===== config.mk =====
export PLATFORM = sky130hd
export DESIGN_NAME = soc_system_pio_master
export DESIGN_NICKNAME = d
export VERILOG_FILES = /design/src/rtl/soc_system_pio_pkg.sv /design/src/rtl/soc_system_pio_master.sv
export SDC_FILE = /design/constraint.sdc
export NUM_CORES = 1
export LEC_CHECK = 0
export BUFFER_PORTS_ARGS = -buffer_cell sky130_fd_sc_hd__buf_2
export CAP_MARGIN = 20
export CORE_UTILIZATION = 40
export DETAILED_ROUTE_END_ITERATION = 8
export PLACE_DENSITY = 0.75
export SETUP_SLACK_MARGIN = 0.15
export SLEW_MARGIN = 20
export SYNTH_ARGS = -nofsm -noshare
export SYNTH_HDL_FRONTEND = slang
export SYNTH_SLANG_ARGS = --single-unit

===== constraint.sdc =====
create_clock -name clk -period 4.94 [get_ports clk]
set_input_delay 0.988 -clock clk [delete_from_list [all_inputs] [get_ports clk]]
set_output_delay 0.988 -clock clk [all_outputs]
set_load 0.02 [all_outputs]

===== src/rtl/soc_system_pio_pkg.sv =====
// soc_system_pio_pkg
// Shared definitions for the PIO Avalon-MM initiator:
//   - pio_state_t : transfer sequencer states
//   - pio_reg_t   : word offsets of the PIO slave registers
package soc_system_pio_pkg;

    typedef enum logic [2:0] {
        ST_IDLE,
        ST_WR,
        ST_RD,
        ST_RSP,
        ST_EVT
    } pio_state_t;

    typedef enum logic [1:0] {
        PIO_REG_DATA      = 2'd0,
        PIO_REG_DIRECTION = 2'd1,
        PIO_REG_IRQ_MASK  = 2'd2,
        PIO_REG_EDGE_CAP  = 2'd3
    } pio_reg_t;

endpackage


===== src/rtl/soc_system_pio_master.sv =====
// soc_system_pio_master
// Avalon-MM initiator for one zero-wait-state PIO slave. Turns single-beat
// local commands into register writes/reads and services the PIO interrupt
// by reading the data register on its own, reported as an event.
// Ports:
//   clk, reset_n                  clock, async active-low reset
//   cmd_valid/ready/write/addr/wdata  local command handshake
//   rsp_valid, rsp_data           one-cycle command completion, read data
//   evt_valid, evt_data           one-cycle irq-read completion, data value
//   irq                           PIO interrupt level
//   chipselect, write_n, address, writedata, readdata   Avalon-MM master side
module soc_system_pio_master
    import soc_system_pio_pkg::*;
#(
    parameter int ADDR_W    = 2,
    parameter int DATA_W    = 32,
    parameter int READ_WAIT = 1
) (
    input  logic              clk,
    input  logic              reset_n,
    input  logic              cmd_valid,
    output logic              cmd_ready,
    input  logic              cmd_write,
    input  logic [ADDR_W-1:0] cmd_addr,
    input  logic [DATA_W-1:0] cmd_wdata,
    output logic              rsp_valid,
    output logic [DATA_W-1:0] rsp_data,
    output logic              evt_valid,
    output logic [DATA_W-1:0] evt_data,
    input  logic              irq,
    output logic              chipselect,
    output logic              write_n,
    output logic [ADDR_W-1:0] address,
    output logic [DATA_W-1:0] writedata,
    input  logic [DATA_W-1:0] readdata
);

    // READ_WAIT=0 still needs a one-bit counter to keep the vector legal.
    localparam int              CNT_W     = (READ_WAIT > 0) ? $clog2(READ_WAIT + 1) : 1;
    localparam logic [CNT_W-1:0] WAIT_LAST = CNT_W'(READ_WAIT);

    pio_state_t       r_state;
    pio_state_t       w_next;
    logic             r_irq_q;
    logic             r_irq_pend;
    logic             r_is_evt;
    logic [CNT_W-1:0] r_wait_cnt;
    logic             w_irq_edge;
    logic             w_launch_evt;
    logic             w_accept;
    logic             w_rd_done;

    assign cmd_ready    = (r_state == ST_IDLE) && !r_irq_pend;
    assign w_irq_edge   = irq && !r_irq_q;
    assign w_launch_evt = (r_state == ST_IDLE) && r_irq_pend;
    assign w_accept     = cmd_ready && cmd_valid;
    assign w_rd_done    = (r_state == ST_RD) && (r_wait_cnt == WAIT_LAST);

    // Pending interrupt has priority over a new command in IDLE.
    always_comb begin
        w_next = r_state;
        case (r_state)
            ST_IDLE: begin
                if (w_launch_evt) begin
                    w_next = ST_RD;
                end else if (w_accept) begin
                    w_next = cmd_write ? ST_WR : ST_RD;
                end
            end
            ST_WR:   w_next = ST_RSP;
            ST_RD: begin
                if (w_rd_done) begin
                    w_next = r_is_evt ? ST_EVT : ST_RSP;
                end
            end
            ST_RSP:  w_next = ST_IDLE;
            ST_EVT:  w_next = ST_IDLE;
            default: w_next = ST_IDLE;
        endcase
    end

    always_ff @(posedge clk or negedge reset_n) begin
        if (!reset_n) begin
            r_state <= ST_IDLE;
        end else begin
            r_state <= w_next;
        end
    end

    // A fresh edge always wins over the clear, so an edge coinciding with
    // the launch of the event read is not dropped.
    always_ff @(posedge clk or negedge reset_n) begin
        if (!reset_n) begin
            r_irq_q    <= 1'b0;
            r_irq_pend <= 1'b0;
        end else begin
            r_irq_q    <= irq;
            r_irq_pend <= w_irq_edge || (r_irq_pend && !w_launch_evt);
        end
    end

    always_ff @(posedge clk or negedge reset_n) begin
        if (!reset_n) begin
            r_is_evt  <= 1'b0;
            address   <= '0;
            writedata <= '0;
        end else if (w_launch_evt) begin
            r_is_evt <= 1'b1;
            address  <= ADDR_W'(PIO_REG_DATA);
        end else if (w_accept) begin
            r_is_evt  <= 1'b0;
            address   <= cmd_addr;
            writedata <= cmd_wdata;
        end
    end

    // Counts RD cycles; parked at zero outside RD so each read starts clean.
    always_ff @(posedge clk or negedge reset_n) begin
        if (!reset_n) begin
            r_wait_cnt <= '0;
        end else if ((r_state == ST_RD) && !w_rd_done) begin
            r_wait_cnt <= r_wait_cnt + CNT_W'(1);
        end else begin
            r_wait_cnt <= '0;
        end
    end

    // Strobes and pulses are decoded from the next state so they line up
    // with the state they belong to while still coming from flops.
    always_ff @(posedge clk or negedge reset_n) begin
        if (!reset_n) begin
            chipselect <= 1'b0;
            write_n    <= 1'b1;
            rsp_valid  <= 1'b0;
            evt_valid  <= 1'b0;
        end else begin
            chipselect <= (w_next == ST_WR) || (w_next == ST_RD);
            write_n    <= (w_next != ST_WR);
            rsp_valid  <= (w_next == ST_RSP);
            evt_valid  <= (w_next == ST_EVT);
        end
    end

    always_ff @(posedge clk or negedge reset_n) begin
        if (!reset_n) begin
            rsp_data <= '0;
            evt_data <= '0;
        end else if (r_state == ST_WR) begin
            rsp_data <= '0;
        end else if (w_rd_done) begin
            if (r_is_evt) begin
                evt_data <= readdata;
            end else begin
                rsp_data <= readdata;
            end
        end
    end

endmodule


==> flow_metrics.py, run 1 <==
metrics = {
    "route": {
        "routedWlPerCell_um": 14.86,
        "drt.antenna.violating_nets": 0,
        "vias": 2971,
        "drtIter0Drc": 134,
        "routed_via_density": 4.701,
        "drc_errors": 0,
        "dr.pass1.iters": 4,
        "wirelength_mm": 9.393,
    },
    "final_layout": {
        "design_area_sq_um": 5548,
        "multi_input_area_sq_um": 1435,
        "seq_area_sq_um": 2729,
        "antenna_cells": 0,
        "final_layout_size_suffix_gt1_share_pct": 49.80,
        "fin_util_pct": 51.18,
        "area_delta_synth_final_pct": 24.90,
        "nets": 558,
        "fill_cells": 961,
        "final_cells": 632,
    },
    "clocking": {
        "cts_buffers": 9,
        "htree_levels": 3,
        "root_buffer": "clkbuf_8",
        "ctsHoldBuffers": 0,
        "postCtsSetupBuffers": 0,
        "cts.sinks": 109,
        "cts_resized": 0,
        "clk_latency_ns": 0.38,
        "cts_tree": "done",
        "clk_path_buf_depth": 2,
        "clk_pin_slew_ns": 0.10,
    },
    "floorplanning": {
        "io_pins": 174,
        "chipWidth_um": 107.4,
        "start_util_pct": 40.97,
        "die_y_um": 107.4,
        "core_sq_um": 10840,
        "die-area_sq_um": 11530,
        "row_count": 38,
    },
    "power_and_ir_drop": {
        "max-vdd-ir-drop_mv": 0.3471,
        "p_leak_nw": 2.902,
        "power_density_nw_per_um2": 654.0,
    },
    "worst_hold_path": {
        "min_delay_worst_endpoint": "r_irq_pend$_DFF_PN0_",
        "hold_start": "r_irq_q$_DFF_PN0_",
        "hold_class": "reg2reg",
        "hold_depth": 1,
    },
    "global_routing": {
        "antenna_found_initial": 0,
        "grt_pass1_wl_mm": 14.74,
        "first_global_vias": 3056,
        "grt-ovfl-total": 0,
        "grt.total_usage_pct": 16.72,
        "grt_max_degree": 71,
    },
    "sta": {
        "finalHoldViolations": 0,
        "slew_headroom_pct": 32.31,
        "skew_ns": 0.01050,
        "finalCriticalPeriod_ns": 2.473,
        "timing.final.ws_setup_ns": 2.467,
        "fin_crit_sh_pct": 50.05,
        "fin_tns_setup_ns": 0,
        "worstMarginPinSlew_ns": 1.015,
        "rsz0062_at_grt": "no",
        "drv_slew": 0,
        "fmax_mhz": 404.4,
        "setup_viol": 0,
    },
    "logic_synthesis": {
        "syn-instance-count": 316,
        "synth.area.top_cells": "dfrtp_1, mux2i_1, mux2_4, mux2_2, mux2_1",
        "synthMostInstantiatedCell": "dfrtp_1",
        "synthDistinctLibCells": 31,
        "synth_top_area_share_pct": 60.85,
        "ys.flop_type": "dfrtp_1",
        "yosysSeqAreaShare_pct": 61.44,
        "syn_nets": 387,
        "ys.warnings.count": 0,
        "synth-seq-cells": 109,
        "avgSynthCellArea_sq_um": 14.06,
        "synthArstFlopShare_pct": 100.0,
        "synth_area_sq_um": 4442,
        "yosys-top-cells-count": "dfrtp_1, inv_1, nand2_1",
        "synth-edff-count": 0,
        "synth_top_cell_by_area": "dfrtp_1",
    },
    "worst_setup_path": {
        "r2r_end": "writedata[26]$_DFFE_PN0P_",
        "r2r-start": "r_state[2]$_DFF_PN0_",
        "end_kind": "output port",
        "crit_type": "reg2out",
        "ff2ff_path_depth": 3,
        "startpoint_type": "flip-flop",
        "crit_required_ns": 3.95,
        "critPathArrivalTime_ns": 1.48,
        "r2r_slack_ns": 2.65,
        "critPathMaxFanout": 7,
    },
    "run": {
        "cap_violations": 0,
    },
    "placed_design": {
        "place_area_sq_um": 5369,
        "placedCellCount": 615,
        "dp_hpwl_mm": 6.819,
        "io_buffers": 173,
        "gp_congestion": 0.7367,
        "dp_slack_ns": 2.463,
    },
    "run_status": {
        "outcome": "finished, final reports clean",
    },
}
[stage by stage]
| stage | power [mW] | hold WS (ns) |
|---|---|---|
| after floorplan | 2.643 | 0.4095 |
| after global placement | 3.106 | 0.4189 |
| after detailed placement | 3.182 | 0.4400 |
| after CTS | 3.680 | 0.4655 |
| after global routing | 3.845 | 0.4943 |
| final | 3.628 | 0.4663 |
[kinds of logic (layout without fill, tap and decap cells)]
kind of cell	after synthesis	in the layout	synth area share (%)
and+or+nand+nor	49	49	5.718
buffers and inverters	54	230	6.253
DFF	109	109	61.44
muxes	96	96	25.13
AOI/OAI and AO/OA	8	8	1.465
[final cells by class]
type	count	area share (%)
Clock buffer	10	2.300
Clock inverter	6	0.7217
Inverter	37	2.503
Multi-Input combinational cell	153	25.87
Sequential cell	109	49.19
Tap cell	140	3.157
Timing Repair Buffer	177	16.26
[report_power, final]
| part | internal [mW] | leakage, nW | switching, mW |
|---|---|---|---|
| combinational | 0.700 | 1.48 | 0.932 |
| clock | 0.183 | 0.0860 | 0.301 |
| sequential | 1.29 | 1.33 | 0.226 |
| total | 2.17 | 2.90 | 1.46 |
[registers in the layout (all words and copies together) (netlist names)]
name and count:
r_is_evt 1, r_irq_pend 1, evt_valid 1, evt_data 32
r_wait_cnt 1, write_n 1, r_state 3, chipselect 1
r_irq_q 1, rsp_data 32, rsp_valid 1, address 2
writedata 32
[critical path, stage by stage, from the launching register on]
cell	delay (ns)
dfrtp_1	0.50
nor4_4	0.39
buf_2	0.23
[routing by layer]
layer,track usage (%),share of wire [%],vias to the layer above
met1,19.12,42,1444
met4,6.360,1.4,0
met3,6.598,9.2,11
met5,0,0,-
li1,-,-,1379
met2,28.11,48,137
[worst max path at each step]
stage	endpoint	depth (start not counted)	startpoint	slack, ns
after detailed placement	writedata[25]$_DFFE_PN0P_	3	cmd_valid	2.46
after CTS	cmd_ready	2	r_state[2]$_DFF_PN0_	2.43
after global routing	cmd_ready	2	r_state[2]$_DFF_PN0_	2.37
final	cmd_ready	2	r_state[2]$_DFF_PN0_	2.47
after global placement	writedata[26]$_DFFE_PN0P_	3	cmd_valid	2.54
after floorplan	cmd_ready	2	r_state[2]$_DFF_PN0_	3.01
[layout by cell type, fill, tap and decap left out, drive strengths merged, types with 2 or more instances in the layout]
cell type	count
and2	2
and3	2
a21o	2
mux2i	32
mux2	64
clkbuf	10
clkinv	5
nand2	36
nor4	2
buf	177
inv	37
a31o	2
dfrtp	108
Power figures use the tool's default switching activity.
==> run 2: changes to the inputs <==
==> constraint.sdc (replaced) <==
create_clock -name clk -period 2.3 [get_ports clk]
set_input_delay 0.46 -clock clk [delete_from_list [all_inputs] [get_ports clk]]
set_output_delay 0.46 -clock clk [all_outputs]
set_load 0.02 [all_outputs]
==> run 2 against run 1 <==
Register-to-register slack got worse by 2.3 ns. Critical path type unchanged. Highest routed layer unchanged. Critical path depth did not move. Clock skew decreased by 0.0013 ns. Cell area rose by 1.6%.
==> flow_metrics.py, run 2 (synthesized netlist as in run 1, its figures left out) <==
metrics = {
    "run_status": {
        "outcome": "finished, final reports clean",
    },
    "sta": {
        "rsz0062_at_grt": "no",
        "finalHoldViolations": 0,
        "skew_ns": 0.009225,
        "setup_viol": 0,
        "slew_headroom_pct": 50.91,
        "fin_tns_setup_ns": 0,
        "fmax_mhz": 521.0,
        "worstMarginPinSlew_ns": 0.7363,
        "finalCriticalPeriod_ns": 1.919,
        "drv_slew": 0,
        "fin_crit_sh_pct": 83.45,
    },
    "route": {
        "dr.pass1.iters": 4,
        "drt.antenna.violating_nets": 0,
        "drtIter0Drc": 109,
        "routed_via_density": 4.661,
        "drc_errors": 0,
        "wirelength_mm": 9.442,
        "routedWlPerCell_um": 14.87,
        "vias": 2960,
    },
    "global_routing": {
        "met2_usage_pct": 27.93,
        "antenna_found_initial": 0,
        "grt.met3_usage_pct": 4.177,
        "first_global_vias": 3057,
        "grt.total_usage_pct": 16.76,
        "grt_busiest_layer": "met2",
        "gr-usage-met1_pct": 20.09,
        "grt-ovfl-total": 0,
        "grt_pass1_wl_mm": 14.75,
        "grt_max_degree": 47,
    },
    "worst_setup_path": {
        "r2r_slack_ns": 0.40,
        "crit_required_ns": 1.84,
        "critPathArrivalTime_ns": 1.46,
        "ff2ff_path_depth": 4,
        "r2r-start": "r_state[2]$_DFF_PN0_",
        "crit_type": "reg2out",
        "startpoint_type": "flip-flop",
        "r2r_end": "writedata[1]$_DFFE_PN0P_",
        "end_kind": "output port",
        "path_cells": "nor4_4 -> buf_2",
        "critPathMaxFanout": 7,
        "critPathMaxStageDelay_ns": 0.49,
        "crit_slowest_cell": "dfrtp_1",
    },
    "final_layout": {
        "antenna_cells": 0,
        "multi_input_area_sq_um": 1435,
        "final_common_cell": "buf_2",
        "area_delta_synth_final_pct": 26.96,
        "final_layout_size_suffix_gt1_share_pct": 49.90,
        "fin_util_pct": 52.02,
        "largest_registers": "evt_data x32, rsp_data x32, writedata x32",
        "seq_area_sq_um": 2729,
        "fill_cells": 970,
        "mostFrequentLayoutCells": "buf_2, dfrtp_1, inv_1, nand2_1, mux2i_1",
        "nets": 561,
        "final_cells": 635,
    },
    "clocking": {
        "cts_tree": "done",
        "clk_path_buf_depth": 2,
        "cts_resized": 0,
        "ctsHoldBuffers": 0,
        "root_buffer": "clkbuf_8",
        "clk_latency_ns": 0.38,
        "clk_pin_slew_ns": 0.09,
        "cts.sinks": 109,
        "htree_levels": 3,
        "postCtsSetupBuffers": 0,
        "cts_buffers": 9,
    },
    "floorplanning": {
        "row_count": 38,
        "start_util_pct": 40.97,
        "core_sq_um": 10840,
        "chipWidth_um": 107.4,
        "die-area_sq_um": 11530,
        "io_pins": 174,
        "die_y_um": 107.4,
    },
    "worst_hold_path": {
        "hold_class": "in2async",
    },
    "run": {
        "cap_violations": 0,
    },
    "placed_design": {
        "placedCellCount": 619,
        "dp_hpwl_mm": 6.903,
        "gp_congestion": 0.7302,
        "io_buffers": 173,
    },
    "power_and_ir_drop": {
        "power_density_nw_per_um2": 1417,
        "max-vdd-ir-drop_mv": 0.8684,
        "p_leak_nw": 2.946,
    },
}
## run 2: changes by cell type in the layout (fill, tap and decap cells not counted), sizes merged
cell	change
bufinv	+1
inv	+1
clkinv	-4
buf	+3
clkinvlp	-1
clkbuf	+3
## run 2: critical path: cells and delay by family (launching register included)
family	cells	cell delay, ns
AND/OR/NAND/NOR	1	0.37
buffers and inverters	1	0.23
flip-flops	1	0.49
## run 2: worst max-delay path by stage
stage	start	end	slack [ns]	cells after the start
after floorplan	r_state[2]$_DFF_PN0_	writedata[24]$_DFFE_PN0P_	0.42	6
final	r_state[2]$_DFF_PN0_	cmd_ready	0.38	2
after CTS	r_state[2]$_DFF_PN0_	cmd_ready	0.36	2
after global placement	r_state[2]$_DFF_PN0_	writedata[1]$_DFFE_PN0P_	0.46	4
after global routing	r_state[2]$_DFF_PN0_	cmd_ready	0.27	2
after detailed placement	r_state[2]$_DFF_PN0_	writedata[1]$_DFFE_PN0P_	0.39	4
## run 2: area by class of cell
type	instances	share of cell area, %
multi-input cells	153	25.45
clock buffers	13	2.818
flip-flops and latches	109	48.39
well taps	140	3.106
inverters	37	2.463
repair buffers	180	17.00
clock inverters	3	0.7766
## run 2: layer usage
metal | wire, um | vias to the layer above
met5 | 0 | -
met4 | 169 | 0
met3 | 748 | 12
met2 | 4584 | 123
met1 | 3940 | 1434
li1 | - | 1391
## run 2: stage by stage
step                setup slack (ns)  total power, mW  hold WS [ns]  instance area (sq um)
finish                        0.3806            7.993       0.09057                   5639
global route                  0.2656            8.468        0.1232                   5639
CTS                           0.3553            8.092       0.09248                   5639
detailed placement            0.3861            6.879        0.4335                   5436
global placement              0.4621            6.717        0.4173                   5436
floorplan                     0.4227            5.677        0.1644                   4442
## run 2: power by group
group / internal (mW) / switching, mW
registers: 2.76 / 0.479
logic: 1.54 / 2.01
clock network: 0.567 / 0.635
==> run 3: changes to the inputs <==
==> constraint.sdc (replaced) <==
create_clock -name clk -period 1.9 [get_ports clk]
set_input_delay 0.38 -clock clk [delete_from_list [all_inputs] [get_ports clk]]
set_output_delay 0.38 -clock clk [all_outputs]
set_load 0.02 [all_outputs]
==> run 3 against run 2 <==
Cell area grew 1.9%. Count of clock-buffer cells in the layout shrank 1. Clock power grew 18%. Sequential power grew 20%. Critical path type unchanged. Sequential share of layout area shrank 0.92 points. Non-clock buffer count grew 11. Combinational power grew 26%. Via count grew 1.0%. First-iteration DRC count grew 17%. Critical path depth is the same. Total power grew 22%. Largest cell class unchanged.
==> flow_metrics.py, run 3 (synthesized netlist as in run 1, its figures left out) <==
metrics = {
    "run_status": {
        "outcome": "finished, final reports clean",
    },
    "worst_setup_path": {
        "critPathBufInv": 1,
        "path_cells": "nor4_4 -> buf_4",
        "critPathMaxFanout": 4,
        "crit_slowest_cell": "dfrtp_1",
        "r2r-start": "r_state[2]$_DFF_PN0_",
        "critPathTopFamily": "flip-flops",
        "startpoint_type": "flip-flop",
        "crit_required_ns": 1.52,
        "end_kind": "output port",
        "crit_path_start": "r_state[2]$_DFF_PN0_",
        "critPathMaxStageDelay_ns": 0.41,
        "crit_type": "reg2out",
        "critPathArrivalTime_ns": 1.35,
    },
    "worst_hold_path": {
        "hold_start": "irq",
        "hold_class": "in2reg",
    },
    "run": {
        "cap_violations": 0,
    },
    "global_routing": {
        "grt-ovfl-total": 0,
        "grt.total_usage_pct": 17.31,
        "grt_pass1_wl_mm": 15.12,
        "grt_max_degree": 42,
        "met2_usage_pct": 28.99,
        "antenna_found_initial": 0,
        "gr-usage-met1_pct": 19.72,
        "first_global_vias": 3094,
        "grt.met3_usage_pct": 6.840,
        "grt_busiest_layer": "met2",
    },
    "sta": {
        "setup_viol": 0,
        "rsz0062_at_grt": "yes",
        "drv_slew": 0,
        "finalHoldViolations": 0,
        "fmax_mhz": 579.6,
        "skew_ns": 0.007597,
        "fin_tns_setup_ns": 0,
        "finalCriticalPeriod_ns": 1.725,
        "worstMarginPinSlew_ns": 0.4795,
        "timing.final.ws_setup_ns": 0.1747,
        "slew_headroom_pct": 68.03,
        "fin_crit_sh_pct": 90.81,
    },
    "final_layout": {
        "nets": 572,
        "antenna_cells": 0,
        "fill_cells": 923,
        "final_common_cell": "buf_2",
        "final_layout_size_suffix_gt1_share_pct": 50.79,
        "largest_registers": "evt_data x32, rsp_data x32, writedata x32",
        "area_delta_synth_final_pct": 29.41,
        "mostFrequentLayoutCells": "buf_2, dfrtp_1, inv_1, nand2_1, mux2i_1",
    },
    "clocking": {
        "cts_buffers": 9,
        "cts_tree": "done",
        "cts.sinks": 109,
        "clk_latency_ns": 0.39,
        "root_buffer": "clkbuf_8",
        "htree_levels": 3,
        "clk_pin_slew_ns": 0.10,
        "clk_path_buf_depth": 2,
    },
    "floorplanning": {
        "io_pins": 174,
        "die_y_um": 107.4,
        "die-area_sq_um": 11530,
        "start_util_pct": 40.97,
        "row_count": 38,
        "chipWidth_um": 107.4,
        "core_sq_um": 10840,
    },
    "route": {
        "drt.antenna.violating_nets": 0,
        "wirelength_mm": 9.543,
        "routedWlPerCell_um": 14.77,
        "drc_errors": 0,
        "dr.pass1.iters": 4,
        "vias": 2991,
        "drtIter0Drc": 128,
        "routed_via_density": 4.630,
    },
    "power_and_ir_drop": {
        "p_leak_nw": 3.006,
        "max-vdd-ir-drop_mv": 1.001,
        "power_density_nw_per_um2": 1701,
    },
    "placed_design": {
        "gp_congestion": 0.7411,
        "io_buffers": 173,
        "dp_slack_ns": 0.1277,
        "dp_hpwl_mm": 6.909,
    },
}
## run 3: cell count changes in the layout (fill, tap and decap cells not counted), sizes merged
cell,change
buf,+9
inv,-1
dlygate4sd3,+1
clkinvlp,+1
clkinv,+1
## run 3: per-layer routing
| layer | vias to the layer above | wire, um |
|---|---|---|
| met2 | 123 | 4529 |
| met5 | - | 0 |
| li1 | 1409 | - |
| met4 | 0 | 154 |
| met1 | 1448 | 4014 |
| met3 | 11 | 845 |
## run 3: final cells by class
type | count | area, sq um | area share (%)
Sequential cell | 109 | 2729 | 47.48
Multi-Input combinational cell | 153 | 1436 | 24.99
Timing Repair Buffer | 191 | 1076 | 18.72
Tap cell | 140 | 175.2 | 3.047
Clock buffer | 12 | 145.1 | 2.525
Inverter | 37 | 138.9 | 2.416
Clock inverter | 4 | 47.55 | 0.8272
## run 3: power breakdown
part           leakage, nW  internal, mW  total [mW]  switching, mW
Sequential            1.33          3.35        3.90          0.550
Combinational         1.57          1.98        4.47           2.50
Clock               0.0964         0.643        1.41          0.766
## run 3: repair_timing
item	in CTS	in global routing
setup buffers	1	3
resized for setup	1	0
gates cloned	0	1
endpoints found under the setup margin	4	4
hold buffers	1	0
hold endpoints to repair	34	0
pin swaps	1	1
## run 3: worst paths after layout
path,cells after the start,to,slack [ns]
worst max-delay path,2,cmd_ready,0.17
worst min-delay path,1,r_irq_q$_DFF_PN0_,0.11
worst max register to register,4,writedata[26]$_DFFE_PN0P_,0.22
worst min register to register,1,r_irq_pend$_DFF_PN0_,0.45
max in group asynchronous,3,write_n$_DFF_PN1_,0.75
min in group asynchronous,2,rsp_data[2]$_DFFE_PN0P_,0.50
## run 3: stage by stage
stage | power, mW | instance area (sq um) | utilization, % | hold slack [ns] | cells
4_1_cts | 9.865 | 5700 | 52.59 | 0.08492 | 642
6_report | 9.778 | 5748 | 53.02 | 0.1135 | 646
5_1_grt | 10.36 | 5748 | 53.02 | 0.08490 | 646
2_1_floorplan | 6.877 | 4443 | - | 0.08441 | 316
3_5_place_dp | 8.390 | 5488 | 50.62 | 0.3746 | 624
3_3_place_gp | 8.203 | 5488 | 50.62 | 0.3708 | 624
